==> src/rtl/term_pkg.sv <==
// Shared constants, control codes and state encoding for the text terminal
// controller. Geometry is fixed at 80x30 cells backing a 2400-entry char RAM.
package term_pkg;

    localparam int unsigned COLS   = 80;
    localparam int unsigned ROWS   = 30;
    localparam int unsigned ADDR_W = 12;
    localparam int unsigned TAB_W  = 8;
    localparam int unsigned ROW_W  = 5;
    localparam int unsigned COL_W  = 7;
    localparam int unsigned CELLS  = COLS * ROWS;

    localparam logic [7:0] CH_BS    = 8'h08;
    localparam logic [7:0] CH_TAB   = 8'h09;
    localparam logic [7:0] CH_LF    = 8'h0A;
    localparam logic [7:0] CH_FF    = 8'h0C;
    localparam logic [7:0] CH_CR    = 8'h0D;
    localparam logic [7:0] CH_SP    = 8'h20;
    localparam logic [7:0] CH_PR_HI = 8'h7E;

    typedef enum logic [1:0] {
        ST_CLR_ALL  = 2'd0,
        ST_IDLE     = 2'd1,
        ST_CLR_LINE = 2'd2
    } term_state_e;

    // One char RAM write command.
    typedef struct packed {
        logic              en;
        logic [ADDR_W-1:0] addr;
        logic [7:0]        data;
    } wr_cmd_t;

endpackage

==> src/rtl/term_addr_calc.sv <==
// Screen (row, col) plus scroll base -> physical char RAM address.
// Ports:
//   row    : screen row 0..ROWS-1
//   base   : physical row holding screen row 0 (0..ROWS-1)
//   col    : column 0..COLS-1
//   addr_c : phys_row*COLS + col (combinational)
module term_addr_calc
    import term_pkg::*;
(
    input  logic [ROW_W-1:0]  row,
    input  logic [ROW_W-1:0]  base,
    input  logic [COL_W-1:0]  col,
    output logic [ADDR_W-1:0] addr_c
);

    localparam int unsigned SUM_W = ROW_W + 1;

    logic [SUM_W-1:0] sum;
    logic [ROW_W-1:0] phys;

    // Both operands are below ROWS, so a single conditional subtract wraps;
    // x80 is built as x64 + x16.
    always_comb begin
        sum = {1'b0, row} + {1'b0, base};
        if (sum >= SUM_W'(ROWS)) begin
            phys = ROW_W'(sum - SUM_W'(ROWS));
        end else begin
            phys = sum[ROW_W-1:0];
        end
        addr_c = (ADDR_W'(phys) << 6) + (ADDR_W'(phys) << 4) + ADDR_W'(col);
    end

endmodule

==> src/rtl/term_text_ctrl.sv <==
// Cursor/scroll controller for the 80x30 text buffer. Consumes a byte stream,
// interprets printable and control codes, writes the char RAM one cell per
// cycle and exports the circular-scroll row base used by the display.
// Ports:
//   clk, rst          : clock, asynchronous active-high reset
//   in_valid/in_char  : input byte stream
//   in_ready          : high while idle; byte taken when in_valid && in_ready
//   wr_en/addr/data   : char RAM write strobe, address, ASCII data
//   row_base          : physical row holding screen row 0
//   cur_row/cur_col   : cursor screen position
module term_text_ctrl
    import term_pkg::*;
(
    input  logic              clk,
    input  logic              rst,
    input  logic              in_valid,
    input  logic [7:0]        in_char,
    output logic              in_ready,
    output logic              wr_en,
    output logic [ADDR_W-1:0] wr_addr,
    output logic [7:0]        wr_data,
    output logic [ROW_W-1:0]  row_base,
    output logic [ROW_W-1:0]  cur_row,
    output logic [COL_W-1:0]  cur_col
);

    localparam logic [7:0] TAB_MASK = ~8'(TAB_W - 1);

    term_state_e       state, state_d;
    logic [ADDR_W-1:0] clr_cnt, clr_cnt_d;
    logic [ROW_W-1:0]  row_base_d, cur_row_d;
    logic [COL_W-1:0]  cur_col_d;
    logic              in_ready_d;
    wr_cmd_t           wr_q, wr_d;

    logic [COL_W-1:0]  calc_col_c;
    logic [ADDR_W-1:0] calc_addr_c;
    logic              accept;
    logic              do_nl;
    logic [7:0]        tab_sum;

    assign wr_en   = wr_q.en;
    assign wr_addr = wr_q.addr;
    assign wr_data = wr_q.data;
    assign accept  = in_valid && in_ready;

    // Column feeding the address calculator: line-clear counter, backspace
    // target, or the cursor itself.
    always_comb begin
        calc_col_c = cur_col;
        if (state == ST_CLR_LINE) begin
            calc_col_c = COL_W'(clr_cnt);
        end else if (in_char == CH_BS) begin
            calc_col_c = cur_col - COL_W'(1);
        end
    end

    term_addr_calc u_addr_calc (
        .row    (cur_row),
        .base   (row_base),
        .col    (calc_col_c),
        .addr_c (calc_addr_c)
    );

    // Next-state, cursor and write command.
    always_comb begin
        state_d    = state;
        clr_cnt_d  = clr_cnt;
        row_base_d = row_base;
        cur_row_d  = cur_row;
        cur_col_d  = cur_col;
        wr_d       = '{en: 1'b0, addr: wr_q.addr, data: wr_q.data};
        do_nl      = 1'b0;
        tab_sum    = ({1'b0, cur_col} & TAB_MASK) + 8'(TAB_W);

        case (state)
            ST_CLR_ALL: begin
                wr_d = '{en: 1'b1, addr: clr_cnt, data: CH_SP};
                if (clr_cnt == ADDR_W'(CELLS - 1)) begin
                    state_d   = ST_IDLE;
                    clr_cnt_d = '0;
                end else begin
                    clr_cnt_d = clr_cnt + ADDR_W'(1);
                end
            end

            ST_CLR_LINE: begin
                wr_d = '{en: 1'b1, addr: calc_addr_c, data: CH_SP};
                if (clr_cnt == ADDR_W'(COLS - 1)) begin
                    state_d   = ST_IDLE;
                    clr_cnt_d = '0;
                end else begin
                    clr_cnt_d = clr_cnt + ADDR_W'(1);
                end
            end

            ST_IDLE: begin
                if (accept) begin
                    if (in_char >= CH_SP && in_char <= CH_PR_HI) begin
                        wr_d = '{en: 1'b1, addr: calc_addr_c, data: in_char};
                        if (cur_col == COL_W'(COLS - 1)) begin
                            cur_col_d = '0;
                            do_nl     = 1'b1;
                        end else begin
                            cur_col_d = cur_col + COL_W'(1);
                        end
                    end else begin
                        case (in_char)
                            CH_CR: cur_col_d = '0;
                            CH_LF: do_nl = 1'b1;
                            CH_BS: begin
                                if (cur_col != '0) begin
                                    cur_col_d = cur_col - COL_W'(1);
                                    wr_d = '{en: 1'b1, addr: calc_addr_c, data: CH_SP};
                                end
                            end
                            CH_TAB: begin
                                if (tab_sum >= 8'(COLS)) begin
                                    cur_col_d = '0;
                                    do_nl     = 1'b1;
                                end else begin
                                    cur_col_d = COL_W'(tab_sum);
                                end
                            end
                            CH_FF: begin
                                cur_row_d  = '0;
                                cur_col_d  = '0;
                                row_base_d = '0;
                                clr_cnt_d  = '0;
                                state_d    = ST_CLR_ALL;
                            end
                            default: ;
                        endcase
                    end
                end
            end

            default: state_d = ST_CLR_ALL;
        endcase

        // Newline: step down, or scroll by advancing the base and blanking
        // the physical row that just became the bottom line.
        if (do_nl) begin
            if (cur_row < ROW_W'(ROWS - 1)) begin
                cur_row_d = cur_row + ROW_W'(1);
            end else begin
                row_base_d = (row_base == ROW_W'(ROWS - 1)) ? '0 : row_base + ROW_W'(1);
                clr_cnt_d  = '0;
                state_d    = ST_CLR_LINE;
            end
        end

        in_ready_d = (state_d == ST_IDLE);
    end

    // State and output registers.
    always_ff @(posedge clk or posedge rst) begin
        if (rst) begin
            state    <= ST_CLR_ALL;
            clr_cnt  <= '0;
            row_base <= '0;
            cur_row  <= '0;
            cur_col  <= '0;
            in_ready <= 1'b0;
            wr_q     <= '0;
        end else begin
            state    <= state_d;
            clr_cnt  <= clr_cnt_d;
            row_base <= row_base_d;
            cur_row  <= cur_row_d;
            cur_col  <= cur_col_d;
            in_ready <= in_ready_d;
            wr_q     <= wr_d;
        end
    end

endmodule

==> config.mk <==
export PLATFORM = sky130hd
export DESIGN_NAME = term_text_ctrl
export DESIGN_NICKNAME = d
export VERILOG_FILES = /design/src/rtl/term_pkg.sv /design/src/rtl/term_addr_calc.sv /design/src/rtl/term_text_ctrl.sv
export SDC_FILE = /design/constraint.sdc
export NUM_CORES = 1
export LEC_CHECK = 0
export ABC_AREA = 1
export CAP_MARGIN = 20
export CORE_MARGIN = 3
export CORE_UTILIZATION = 42
export DETAILED_ROUTE_END_ITERATION = 10
export SLEW_MARGIN = 30
export SYNTH_ARGS = -nofsm -noshare
export SYNTH_HDL_FRONTEND = slang
export SYNTH_SLANG_ARGS = --single-unit
==> constraint.sdc <==
create_clock -name clk -period 4.48 [get_ports clk]
set_input_delay 0.896 -clock clk [delete_from_list [all_inputs] [get_ports clk]]
set_output_delay 0.896 -clock clk [all_outputs]
set_load 0.03 [all_outputs]
Yosys cells after proc, flatten, opt, wreduce, memory -nomap -nowiden
Index checks and enable logic that the tools add are counted.

word-level totals
  input bits = 11
  flip-flop bits (word level) = 53
  logic and storage cells = 97
  output and inout port bits = 39

operators by class
  equal/unequal tests = 16
  reductions and logical operators = 9
  magnitude comparators = 5
  add/sub/neg operators = 10
  mux-type cells = 48

operator list
  operator                 number
  $mux W12                 7
  $mux W21                 4
  $mux W5                  14
  $pmux W21 S3             1
  $mux W7                  6
  $eq A8 B4 Y1 const B     5
  $pmux W12 S3             1
  $pmux W7 S3              1
  $mux W2                  7
  $add A11 B9 Y12          1
  $add A12 B1 Y12 const B  1
  $add A12 B7 Y12          1
  $eq A12 B12 Y1 const B   1
  $eq A12 B7 Y1 const B    1
  $add A5 B1 Y5 const B    2
  $add A7 B4 Y8 const B    1
  $ge A8 B6 Y1 const B     1
  $ge A8 B7 Y1 const B     1
  $le A8 B7 Y1 const B     1
  $reduce_and A4 Y1        2
  $add A7 B1 Y7 const B    1
  $eq A7 B7 Y1 const B     1
  $reduce_bool A7 Y1       1
  $sub A7 B1 Y7 const B    1
  18 further kinds         25

Logic depth before layout (Yosys ltp)
Gate-level depths: netlist of the first run.

  depth in word-level cells = 10
  depth in mapped cells = 29
  gate-level depth less buffers = 29

Cells and area by module
Synthesis of the first run repeated with hierarchy kept, for this count alone.

unflattened totals
  cell total of the unflattened synthesis = 615
  area, all modules = 4199.0 µm²

modules (own cells, without submodules)
  module          cells an instance  area an instance (µm²)  times used  sequential area each (µm²)
  term_text_ctrl  518                3550.9                  1           1326.3
  term_addr_calc  97                 648.1                   1           0.0

Worst setup path after synthesis of the first run
OpenSTA, ideal clock, no wires.

  path kind = register to register
  from = register row_base[0]
  to = register wr_q (netlist bit wr_addr[8])
  setup time = 0.131 ns
  path slack = 1.056 ns
  stages on the path, launching flop included = 21
  data required time = 4.349 ns
  data arrival time = 3.293 ns
  buffers on the path = 0
  cells stage by stage = dfrtp_1 > ha_1 > inv_1 > fa_1 > inv_1 > nand3_1 > nand2_1 > nand2_1 > nand2_1 > nand3_1 > nand2_1 > nand2_1 > xor2_1 > inv_1 > ha_1 > ha_1 > a21oi_1 > nand2_1 > or2_2 > nand3_1 > o211ai_1

on the way
  longest elaborated chain between the ends = 10

RTL lines
  item                                                  line                                        text
  from (decl)                                           term_text_ctrl.sv:22                        output logic [ROW_W-1:0] row_base,
  from (signal assigned)                                term_text_ctrl.sv:169                       row_base <= row_base_d;
  $add A5 B5 Y6 (*)                                     term_addr_calc.sv:24                        sum = {1'b0, row} + {1'b0, base};
  $sub A5 B5 Y5 / $ge A6 B5 Y1 (equally long branches)  term_addr_calc.sv:26, term_addr_calc.sv:25
  $mux W5 (*)                                           term_addr_calc.sv:25                        if (sum >= SUM_W'(ROWS)) begin
  $add A11 B9 Y12 (*)                                   term_addr_calc.sv:30                        addr_c = (ADDR_W'(phys) << 6) + (ADDR_W'(phys) << 4) + ADDR_W'(col);
  $add A12 B7 Y12 (*)                                   term_addr_calc.sv:30
  $mux W21                                              term_text_ctrl.sv:112                       if (cur_col != '0) begin
  $mux W21                                              term_text_ctrl.sv:108                       case (in_char)
  $mux W21                                              term_text_ctrl.sv:99                        if (in_char >= CH_SP && in_char <= CH_PR_HI) begin
  $mux W21                                              term_text_ctrl.sv:98                        if (accept) begin
  $pmux W21 S3 (*)                                      term_text_ctrl.sv:76                        case (state)
  to (signal assigned)                                  term_text_ctrl.sv:173                       wr_q <= wr_d;
  to (decl)                                             term_text_ctrl.sv:34                        wr_cmd_t wr_q, wr_d;

Mark *: on every way between the ends. The rest lies on a longest branch, timed or not. The select of a mux whose other input is x is not followed.
A chain may end at the register's enable or synchronous reset.

Worst setup path after layout of the first run
  from = register row_base[0]
  to = register wr_q (netlist bit wr_addr[10])

Same word-level chain as after synthesis.

==> flow_metrics.py, run 1 <==
metrics = {
    "outcome": {
        "status": "completed",
    },
    "critical_path": {
        "cpMostUsedCell": "nand2_1",
        "r2r_cells": 29,
        "cp.required_ns": 4.68,
        "slowest_stage": "dfrtp_1",
        "crit_path_end_kind": "flop",
        "r2r_start": "row_base[0]",
        "rrSetupSlack_ns": 0.81,
        "crit_path_start_kind": "flop",
        "cp_top_family": "simple AND/OR/NAND/NOR gates",
        "cp.arrival_ns": 3.87,
        "cp_slowest_stage_delay_ns": 0.50,
        "critPathBufInv": 5,
        "r2r-end": "wr_addr[10]",
        "crit_type": "reg -> reg",
        "crit_fanout": 7,
    },
    "sta": {
        "timing.fmax_mhz": 273,
        "fin_ws_ns": 0.814,
        "drv_slew": 0,
        "fin_crit_sh_pct": 81.8,
        "rsz0062_at_grt": "false",
        "setup_viol": 0,
        "fin_worst_skew_ns": 0.00917,
        "tightestPinTransition_ns": 0.644,
        "finalSetupTns_ns": 0,
        "finalCriticalPeriod_ns": 3.67,
        "hold_viol": 0,
        "max-slew-margin-rel_pct": 57.0,
    },
    "logic_synthesis": {
        "ys_warn_count": 0,
        "synth.avg_cell_area_um2": 7.01,
        "ys_seq_elements": 53,
        "syn_inst": 563,
        "synth_cell_types": 36,
        "synth_nets": 601,
        "syn_area_mm2": 0.00395,
        "ys_seq_area_share_pct": 33.6,
    },
    "power_and_ir_drop": {
        "p_int_mw": 0.717,
        "ir_drop_mv": 0.145,
        "pwr_density_cell_mw_per_mm2": 197,
        "clkPwrFrac_pct": 43.8,
        "p_leak_nw": 2.32,
        "power_switching_mw": 0.206,
        "seqPwrFrac_pct": 51.8,
        "comb_power_share_pct": 4.4,
        "switching_share_pct": 22.3,
    },
    "min_path": {
        "hold_path_startpoint": "wr_data[2]",
        "hp-class": "reg -> reg",
        "holdPathStages": 2,
        "hold_end": "wr_data[2]",
    },
    "clock_tree": {
        "clkSinkCount": 53,
        "numCtsBuffers": 5,
        "postCtsResizedCells": 0,
        "clockBufferDepth": 2,
        "worstSkewPairLatency_ns": 0.32,
        "cts_setup_buffers": 0,
        "path_clk_slew_ns": 0.11,
        "htree_num_levels": 2,
        "root_buffer": "clkbuf_8",
        "cts_tree": "done",
        "holdBufCountCts": 0,
    },
    "floorplanning": {
        "row_count": 34,
        "die_y_um": 103,
        "coreArea_mm2": 0.00893,
        "start_util_pct": 44.2,
        "dieWidth_um": 103,
        "io_pins": 50,
        "die_area_mm2": 0.0106,
    },
    "route": {
        "dr_wl_met2_um": 4910,
        "detail_route.first_pass.iterations": 5,
        "dr.first_iter.drc_count": 267,
        "drc": 0,
        "antenna_left": 0,
        "via_per_inst": 5.23,
        "vias": 3779,
        "wl_met1_um": 4900,
        "wl_per_cell_um": 14.2,
        "routed_wl_um": 10300,
        "routed.top_layer": "met4",
        "wl_met3_um": 428,
    },
    "finish": {
        "diodes": 0,
        "drive_above_1_share_pct": 5.53,
        "fillers": 898,
        "fin_nets": 652,
        "synthToLayoutAreaGrowth_pct": 18.4,
    },
    "placed_design": {
        "place_ws_ns": 0.599,
        "io_buffers": 49,
        "place_congestion": 0.886,
        "place_hpwl_um": 8010,
    },
    "global_route": {
        "globalRouteOverflowTotal": 0,
        "grt_use_total_pct": 20.0,
        "grt_max_degree": 30,
        "grt_pass1_vias": 3599,
        "antenna_found_initial": 0,
        "grt_first_pass_wirelength_um": 17000,
    },
    "flow_run": {
        "cap_violations": 0,
    },
}
cells in the mapped netlist (all sizes together):
cell type	count	share of area (%)
o211ai	11	2.2
dfrtp	53	34
a21oi	10	1.3
xor2	17	3.8
or2	2	0.32
o31ai	1	0.19
nand3	67	8.7
a21boi	1	0.19
o21ai	40	5.2
inv	83	8.0
clkinv	1	0.095
ha	25	7.9
nor2	42	4.6
and3	2	0.32
xnor2	6	1.3
nand2	171	17
o21bai	1	0.19
buf	5	1.1
nand4	10	1.7
clkbuf	2	0.19
o22ai	4	0.63
nor3	7	0.89
fa	2	1.0
flip-flops by register name, summed over array words and instances (netlist names):
name,cells
in_ready,1
cur_row,5
row_base,5
wr_data,8
wr_en,1
wr_addr,12
clr_cnt,12
state,2
cur_col,7
power groups by stage:
stage                     Sequential [mW]  Clock, mW  Combinational, mW
after floorplan                     0.487          0             0.0215
after global placement              0.487          0             0.0409
after detailed placement            0.487          0             0.0409
after CTS                           0.478      0.414             0.0411
after global routing                0.478      0.429             0.0454
final                               0.478      0.404             0.0402
per-stage QoR:
step                      area [um^2]  hold WS [ns]  power, mW  cells  util (%)
final                            4680         0.478      0.923    723      52.4
after global routing             4680         0.513      0.953    723      52.4
after CTS                        4680         0.485      0.933    723      52.4
after detailed placement         4540         0.457      0.528    715      50.8
after global placement           4540         0.457      0.528    715      50.8
after floorplan                  3950         0.505      0.509    563         -
worst max-delay path by stage:
stage	from	to	slack (ns)	cells after the start
6_report	row_base[0]	wr_addr[10]	0.81	29
2_1_floorplan	row_base[0]	wr_addr[8]	1.06	20
4_1_cts	row_base[0]	wr_addr[9]	0.79	22
5_1_grt	row_base[0]	wr_addr[10]	0.35	29
3_3_place_gp	in_char[3]	wr_addr[9]	0.69	19
3_5_place_dp	in_char[0]	wr_addr[9]	0.60	18
layout by cell type, fill, tap and decap left out, types with 3 or more instances in the layout:
cell / count
nor3_1: 7
ha_1: 25
nand2_1: 167
nor2_1: 35
o211ai_1: 10
clkdlybuf4s50_1: 49
nand4_1: 9
a21oi_1: 10
clkbuf_8: 5
inv_2: 5
o22ai_1: 4
xnor2_1: 6
nand2_2: 3
o21ai_0: 26
inv_1: 77
nand3_1: 65
nor2_2: 6
xor2_1: 17
o21ai_1: 13
dfrtp_1: 53
worst min-delay path: stages, from the launching register on:
cell and delay (ns):
dfrtp_1 0.36, nand2_1 0.05, nand2_1 0.04
cell families after synthesis:
family | count (synthesis) | share of synthesized area, %
DFF | 53 | 33.6
and+or+nand+nor | 301 | 33.2
adders and majority gates | 27 | 8.94
xor gates and xnor gates | 23 | 5.10
buffers and inverters | 91 | 9.32
AOI/OAI and AO/OA | 68 | 9.85
metal layers:
layer  vias to the layer above  track usage, %
li1                       1917               -
met1                      1755            27.5
met2                       102            33.8
met3                         5            2.37
met4                         0            4.08
met5                         -               0
area by class of cell:
type | instances | area (um^2) | area share (%)
flip-flops and latches | 53 | 1330 | 28.4
clock inverters | 3 | 68.8 | 1.47
clock buffers | 5 | 68.8 | 1.47
repair buffers | 51 | 505 | 10.8
inverters | 84 | 318 | 6.80
well taps | 108 | 135 | 2.89
multi-input cells | 419 | 2250 | 48.2
Note: power is estimated with default switching activity, not from simulation.
==> inputs of run 2 (changes only) <==
==> constraint.sdc (replaced) <==
create_clock -name clk -period 3.4 [get_ports clk]
set_input_delay 0.68 -clock clk [delete_from_list [all_inputs] [get_ports clk]]
set_output_delay 0.68 -clock clk [all_outputs]
set_load 0.03 [all_outputs]
==> run 2 against run 1 <==
Final cell count increased by 3.5%. Critical path type unchanged. Critical path depth decreased by 12. First-iteration DRC count decreased by 42%. Highest routed layer unchanged.
==> flow_metrics.py, run 2 (synthesis gave the netlist of run 1 again) <==
metrics = {
    "power_and_ir_drop": {
        "p_leak_nw": 2.44,
        "power_switching_mw": 0.268,
        "comb_power_share_pct": 5.1,
        "ir_drop_mv": 0.171,
        "clkPwrFrac_pct": 43.2,
        "switching_share_pct": 22.0,
        "p_int_mw": 0.950,
        "pwr_density_cell_mw_per_mm2": 243,
        "seqPwrFrac_pct": 51.7,
    },
    "finish": {
        "stdcell_count": 748,
        "fin_nets": 677,
        "final_cell_mix": "nand2_1, inv_1, nand3_1",
        "regArea_mm2": 0.00133,
        "multiInputGateArea_mm2": 0.00239,
        "drive_above_1_share_pct": 13.9,
        "final_common_cell": "nand2_1",
        "fillers": 883,
        "diodes": 0,
        "synthToLayoutAreaGrowth_pct": 27.1,
    },
    "sta": {
        "fin_worst_skew_ns": 0.00626,
        "drv_slew": 0,
        "finalCriticalPeriod_ns": 3.28,
        "tightestPinTransition_ns": 0.580,
        "timing.fmax_mhz": 305,
        "fin_ws_ns": 0.119,
        "setup_viol": 0,
        "hold_viol": 0,
        "fin_crit_sh_pct": 96.5,
        "finalSetupTns_ns": 0,
        "max-slew-margin-rel_pct": 61.3,
    },
    "global_route": {
        "grt_pass1_vias": 3667,
        "grt_first_pass_wirelength_um": 17900,
        "grt_max_degree": 30,
        "antenna_found_initial": 0,
        "globalRouteOverflowTotal": 0,
        "grt_use_total_pct": 21.2,
    },
    "placed_design": {
        "place_ws_ns": -0.148,
        "dp.cells": 736,
        "io_buffers": 49,
        "place_congestion": 0.901,
        "place_hpwl_um": 8610,
    },
    "clock_tree": {
        "clockBufferDepth": 2,
        "holdBufCountCts": 0,
        "numCtsBuffers": 5,
        "htree_num_levels": 2,
        "clkSinkCount": 53,
        "path_clk_slew_ns": 0.10,
        "worstSkewPairLatency_ns": 0.31,
        "cts_tree": "done",
        "root_buffer": "clkbuf_8",
    },
    "route": {
        "drc": 0,
        "detail_route.first_pass.iterations": 5,
        "via_per_inst": 5.21,
        "wl_per_cell_um": 14.7,
        "routed_wl_um": 11000,
        "vias": 3899,
        "dr.first_iter.drc_count": 156,
        "antenna_left": 0,
    },
    "flow_run": {
        "cap_violations": 0,
    },
    "floorplanning": {
        "coreArea_mm2": 0.00893,
        "start_util_pct": 44.2,
        "die_y_um": 103,
        "row_count": 34,
        "io_pins": 50,
        "die_area_mm2": 0.0106,
        "dieWidth_um": 103,
    },
    "critical_path": {
        "crit_path_start_kind": "flop",
        "crit_fanout": 5,
        "crit_path_end_kind": "flop",
        "cp.required_ns": 3.61,
        "cp.arrival_ns": 3.49,
        "crit_type": "reg -> reg",
    },
    "min_path": {
        "hp-class": "reg -> reg",
    },
    "outcome": {
        "status": "completed",
    },
}
==> run 2: worst paths after layout <==
| path | start | to | slack [ns] | cells after the start |
|---|---|---|---|---|
| max | row_base[3] | wr_addr[7] | 0.12 | 17 |
| min | wr_data[0] | wr_data[0] | 0.49 | 2 |
| max reg2reg | row_base[3] | wr_addr[7] | 0.12 | 17 |
| min reg2reg | wr_data[0] | wr_data[0] | 0.49 | 2 |
| max in group asynchronous | rst | state[1] | 2.08 | 3 |
| min in group asynchronous | rst | wr_addr[6] | 0.75 | 2 |
==> run 2: metal layers <==
layer | global-route usage [%] | part of all wire, % | vias to the layer above
li1 | - | - | 1969
met1 | 30.3 | 47 | 1805
met2 | 34.0 | 47 | 110
met3 | 2.84 | 4.5 | 15
met4 | 5.08 | 1.6 | 0
met5 | 0 | 0 | -
==> run 2: critical path, cell delays in order (launching register included) <==
cell and delay (ns):
dfrtp_1 0.44, ha_1 0.39, nand2_1 0.11, inv_1 0.04, nand2_1 0.05, nand2_1 0.05
nor2_1 0.30, nand2_2 0.14, buf_4 0.16, xor2_2 0.16, ha_1 0.29, ha_1 0.16
inv_1 0.05, fa_1 0.39, buf_4 0.16, xnor2_2 0.13, a21oi_2 0.10, nor2_1 0.05
==> run 2: through the flow <==
step | hold slack (ns) | util, % | instance area, um^2 | power (mW)
2_1_floorplan | 0.505 | - | 3950 | 0.671
3_3_place_gp | 0.458 | 52.7 | 4710 | 0.704
3_5_place_dp | 0.462 | 52.7 | 4710 | 0.705
4_1_cts | 0.489 | 54.4 | 4860 | 1.24
5_1_grt | 0.516 | 56.2 | 5020 | 1.26
6_report | 0.485 | 56.2 | 5020 | 1.22
==> run 2: area by class of cell <==
type,instances,share of cell area (%)
Inverter,84,6.33
Multi-Input combinational cell,419,47.7
Tap cell,108,2.69
Sequential cell,53,26.5
Clock buffer,5,1.37
Timing Repair Buffer,76,14.1
Clock inverter,3,1.37
==> run 2: power by group through the flow <==
stage,Clock [mW],Sequential [mW],Combinational [mW]
detailed placement,0,0.642,0.0624
finish,0.526,0.630,0.0622
CTS,0.543,0.630,0.0629
global placement,0,0.642,0.0622
global route,0.564,0.630,0.0695
floorplan,0,0.642,0.0284
==> run 2: timing repair <==
action,CTS,global route
pin swaps,0,11
endpoints found under the setup margin,4,6
resized for setup,4,30
setup buffers,0,4
==> inputs of run 3 (changes only) <==
--- a/config.mk
+++ b/config.mk
@@ -9,6 +9,7 @@
 export CAP_MARGIN = 20
 export CORE_MARGIN = 3
 export CORE_UTILIZATION = 42
+export CTS_CLUSTER_SIZE = 40
 export DETAILED_ROUTE_END_ITERATION = 10
 export SLEW_MARGIN = 30
 export SYNTH_ARGS = -nofsm -noshare
==> constraint.sdc (replaced) <==
create_clock -name clk -period 3.4 [get_ports clk]
set_input_delay 1.02 -clock clk [delete_from_list [all_inputs] [get_ports clk]]
set_output_delay 1.02 -clock clk [all_outputs]
set_load 0.03 [all_outputs]
==> run 3 against run 2 <==
Critical path type is now in -> reg. Die area did not move. Critical path depth is 3 higher. Combinational power is 20% higher. Largest power group unchanged.
==> flow_metrics.py, run 3 (synthesis gave the netlist of run 1 again) <==
metrics = {
    "outcome": {
        "status": "completed",
    },
    "clock_tree": {
        "cts_tree": "done",
        "clockBufferDepth": 2,
        "root_buffer": "clkbuf_8",
        "worstSkewPairLatency_ns": 0.32,
        "path_clk_slew_ns": 0.09,
        "numCtsBuffers": 5,
        "htree_num_levels": 2,
        "holdBufCountCts": 0,
        "clkSinkCount": 53,
    },
    "placed_design": {
        "place_hpwl_um": 8700,
        "dpl-instance-area_mm2": 0.00476,
        "io_buffers": 49,
        "place_ws_ns": -0.485,
        "place_congestion": 0.871,
    },
    "sta": {
        "hold_viol": 0,
        "fin_crit_sh_pct": 96.0,
        "finalSetupTns_ns": 0,
        "timing.fmax_mhz": 306,
        "fin_worst_skew_ns": 0.00815,
        "drv_slew": 0,
        "max-slew-margin-rel_pct": 62.1,
        "fin_ws_ns": 0.136,
        "setup_viol": 0,
        "rsz0062_at_grt": "true",
        "tightestPinTransition_ns": 0.568,
        "finalCriticalPeriod_ns": 3.26,
    },
    "critical_path": {
        "r2r_cells": 24,
        "crit_path_end_kind": "flop",
        "cpMostUsedCell": "buf_4",
        "cp_cell_sequence": "dlygate4sd2_1 -> inv_1 -> nor2_2 -> buf_4 -> buf_4 -> buf_4 -> buf_4 -> buf_4 -> buf_4 -> buf_4 -> buf_4 -> nand3_1 -> nor2_1 -> buf_4 -> inv_1 -> nand2_1 -> nand2_1 -> nand2_1 -> o211ai_1 -> nand2_1",
        "r2r-end": "wr_addr[10]",
        "slowest_stage": "nand2_1",
        "crit_fanout": 11,
        "cp_slowest_stage_delay_ns": 0.29,
        "rrSetupSlack_ns": 0.17,
        "crit_path_start_kind": "input pin",
        "cp.required_ns": 3.60,
        "cp.arrival_ns": 3.47,
        "crit_type": "in -> reg",
        "r2r_start": "cur_row[0]",
    },
    "floorplanning": {
        "dieWidth_um": 103,
        "die_y_um": 103,
        "row_count": 34,
        "io_pins": 50,
        "die_area_mm2": 0.0106,
        "start_util_pct": 44.2,
        "coreArea_mm2": 0.00893,
    },
    "flow_run": {
        "cap_violations": 0,
    },
    "min_path": {
        "hold_end": "wr_data[2]",
        "holdPathStages": 2,
        "hp-class": "reg -> reg",
        "hold_path_startpoint": "wr_data[2]",
    },
    "route": {
        "antenna_left": 0,
        "dr.first_iter.drc_count": 213,
        "detail_route.first_pass.iterations": 5,
        "routed_wl_um": 11300,
        "via_per_inst": 5.21,
        "drc": 0,
        "wl_per_cell_um": 14.8,
        "vias": 3975,
    },
    "global_route": {
        "antenna_found_initial": 0,
        "grt_use_total_pct": 21.3,
        "grt_first_pass_wirelength_um": 17900,
        "grt_pass1_vias": 3709,
        "globalRouteOverflowTotal": 0,
        "grt_max_degree": 30,
    },
    "finish": {
        "synthToLayoutAreaGrowth_pct": 29.4,
        "diodes": 0,
        "fin_nets": 692,
        "final_area_mm2": 0.00511,
        "drive_above_1_share_pct": 16.5,
        "final_common_cell": "nand2_1",
        "final_cell_mix": "nand2_1, inv_1, nand3_1",
    },
    "power_and_ir_drop": {
        "fin_total_pwr_mw": 1.08,
        "pwr_density_cell_mw_per_mm2": 211,
        "p_leak_nw": 2.54,
        "ir_drop_mv": 0.137,
    },
}
run 3: cell count changes in the layout (fill, tap and decap cells not counted), sizes merged, moves of 2 or more:
cell	before	now
bufinv	2	0
buf	27	42
clkdlybuf4s50	49	41
dlymetal6s2s	0	7
run 3: worst max-delay path by stage:
stage | cells after the start | slack (ns) | startpoint | end
finish | 20 | 0.14 | in_char[3] | cur_col[0]
global route | 20 | -0.04 | cur_row[0] | wr_addr[9]
CTS | 25 | 0.005 | in_char[6] | wr_addr[10]
detailed placement | 19 | -0.48 | in_char[3] | wr_addr[9]
global placement | 19 | -0.45 | in_char[3] | wr_addr[9]
floorplan | 19 | 0.1 | row_base[1] | wr_addr[8]
run 3: what timing repair did:
item / CTS / global route
gates resized for setup: 8 / 40
pin swaps: 8 / 20
endpoints found under the setup margin: 6 / 13
setup buffers: 9 / 4
run 3: metal layers:
metal  GRT usage, %  wire, um  vias up
met5              0         0        -
met4           4.68        91        0
met3           2.57       550        8
met2           35.9      5320      111
met1           29.5      5300     1855
li1               -         -     2001
run 3: metrics by stage:
stage	hold WS (ns)	std cells	util, %
6_report	0.473	763	57.2
5_1_grt	0.526	763	57.2
4_1_cts	0.481	759	55.2
3_5_place_dp	0.457	742	53.2
3_3_place_gp	0.458	742	53.2
2_1_floorplan	0.505	563	-
run 3: area by class of cell:
| class | instances | area, um^2 |
|---|---|---|
| fillers | 847 | 3820 |
| repair buffers | 91 | 835 |
| well taps | 108 | 135 |
| clock buffers | 6 | 72.6 |
| flip-flops and latches | 53 | 1330 |
| clock inverters | 2 | 13.8 |
| multi-input cells | 419 | 2410 |
| inverters | 84 | 318 |
run 3: critical path: cells and delay by family:
family / cells / cell delay (ns)
buffers and inverters: 12 / 1.50
AND/OR/NAND/NOR: 7 / 0.76
AO/OA/AOI/OAI: 1 / 0.19
run 3: report_power, final:
| group | total [mW] | internal [mW] | switching [mW] | leakage [nW] |
|---|---|---|---|---|
| Clock | 0.373 | 0.148 | 0.225 | 0.0456 |
| Combinational | 0.0746 | 0.0326 | 0.0419 | 1.83 |
| Sequential | 0.630 | 0.630 | 0 | 0.668 |
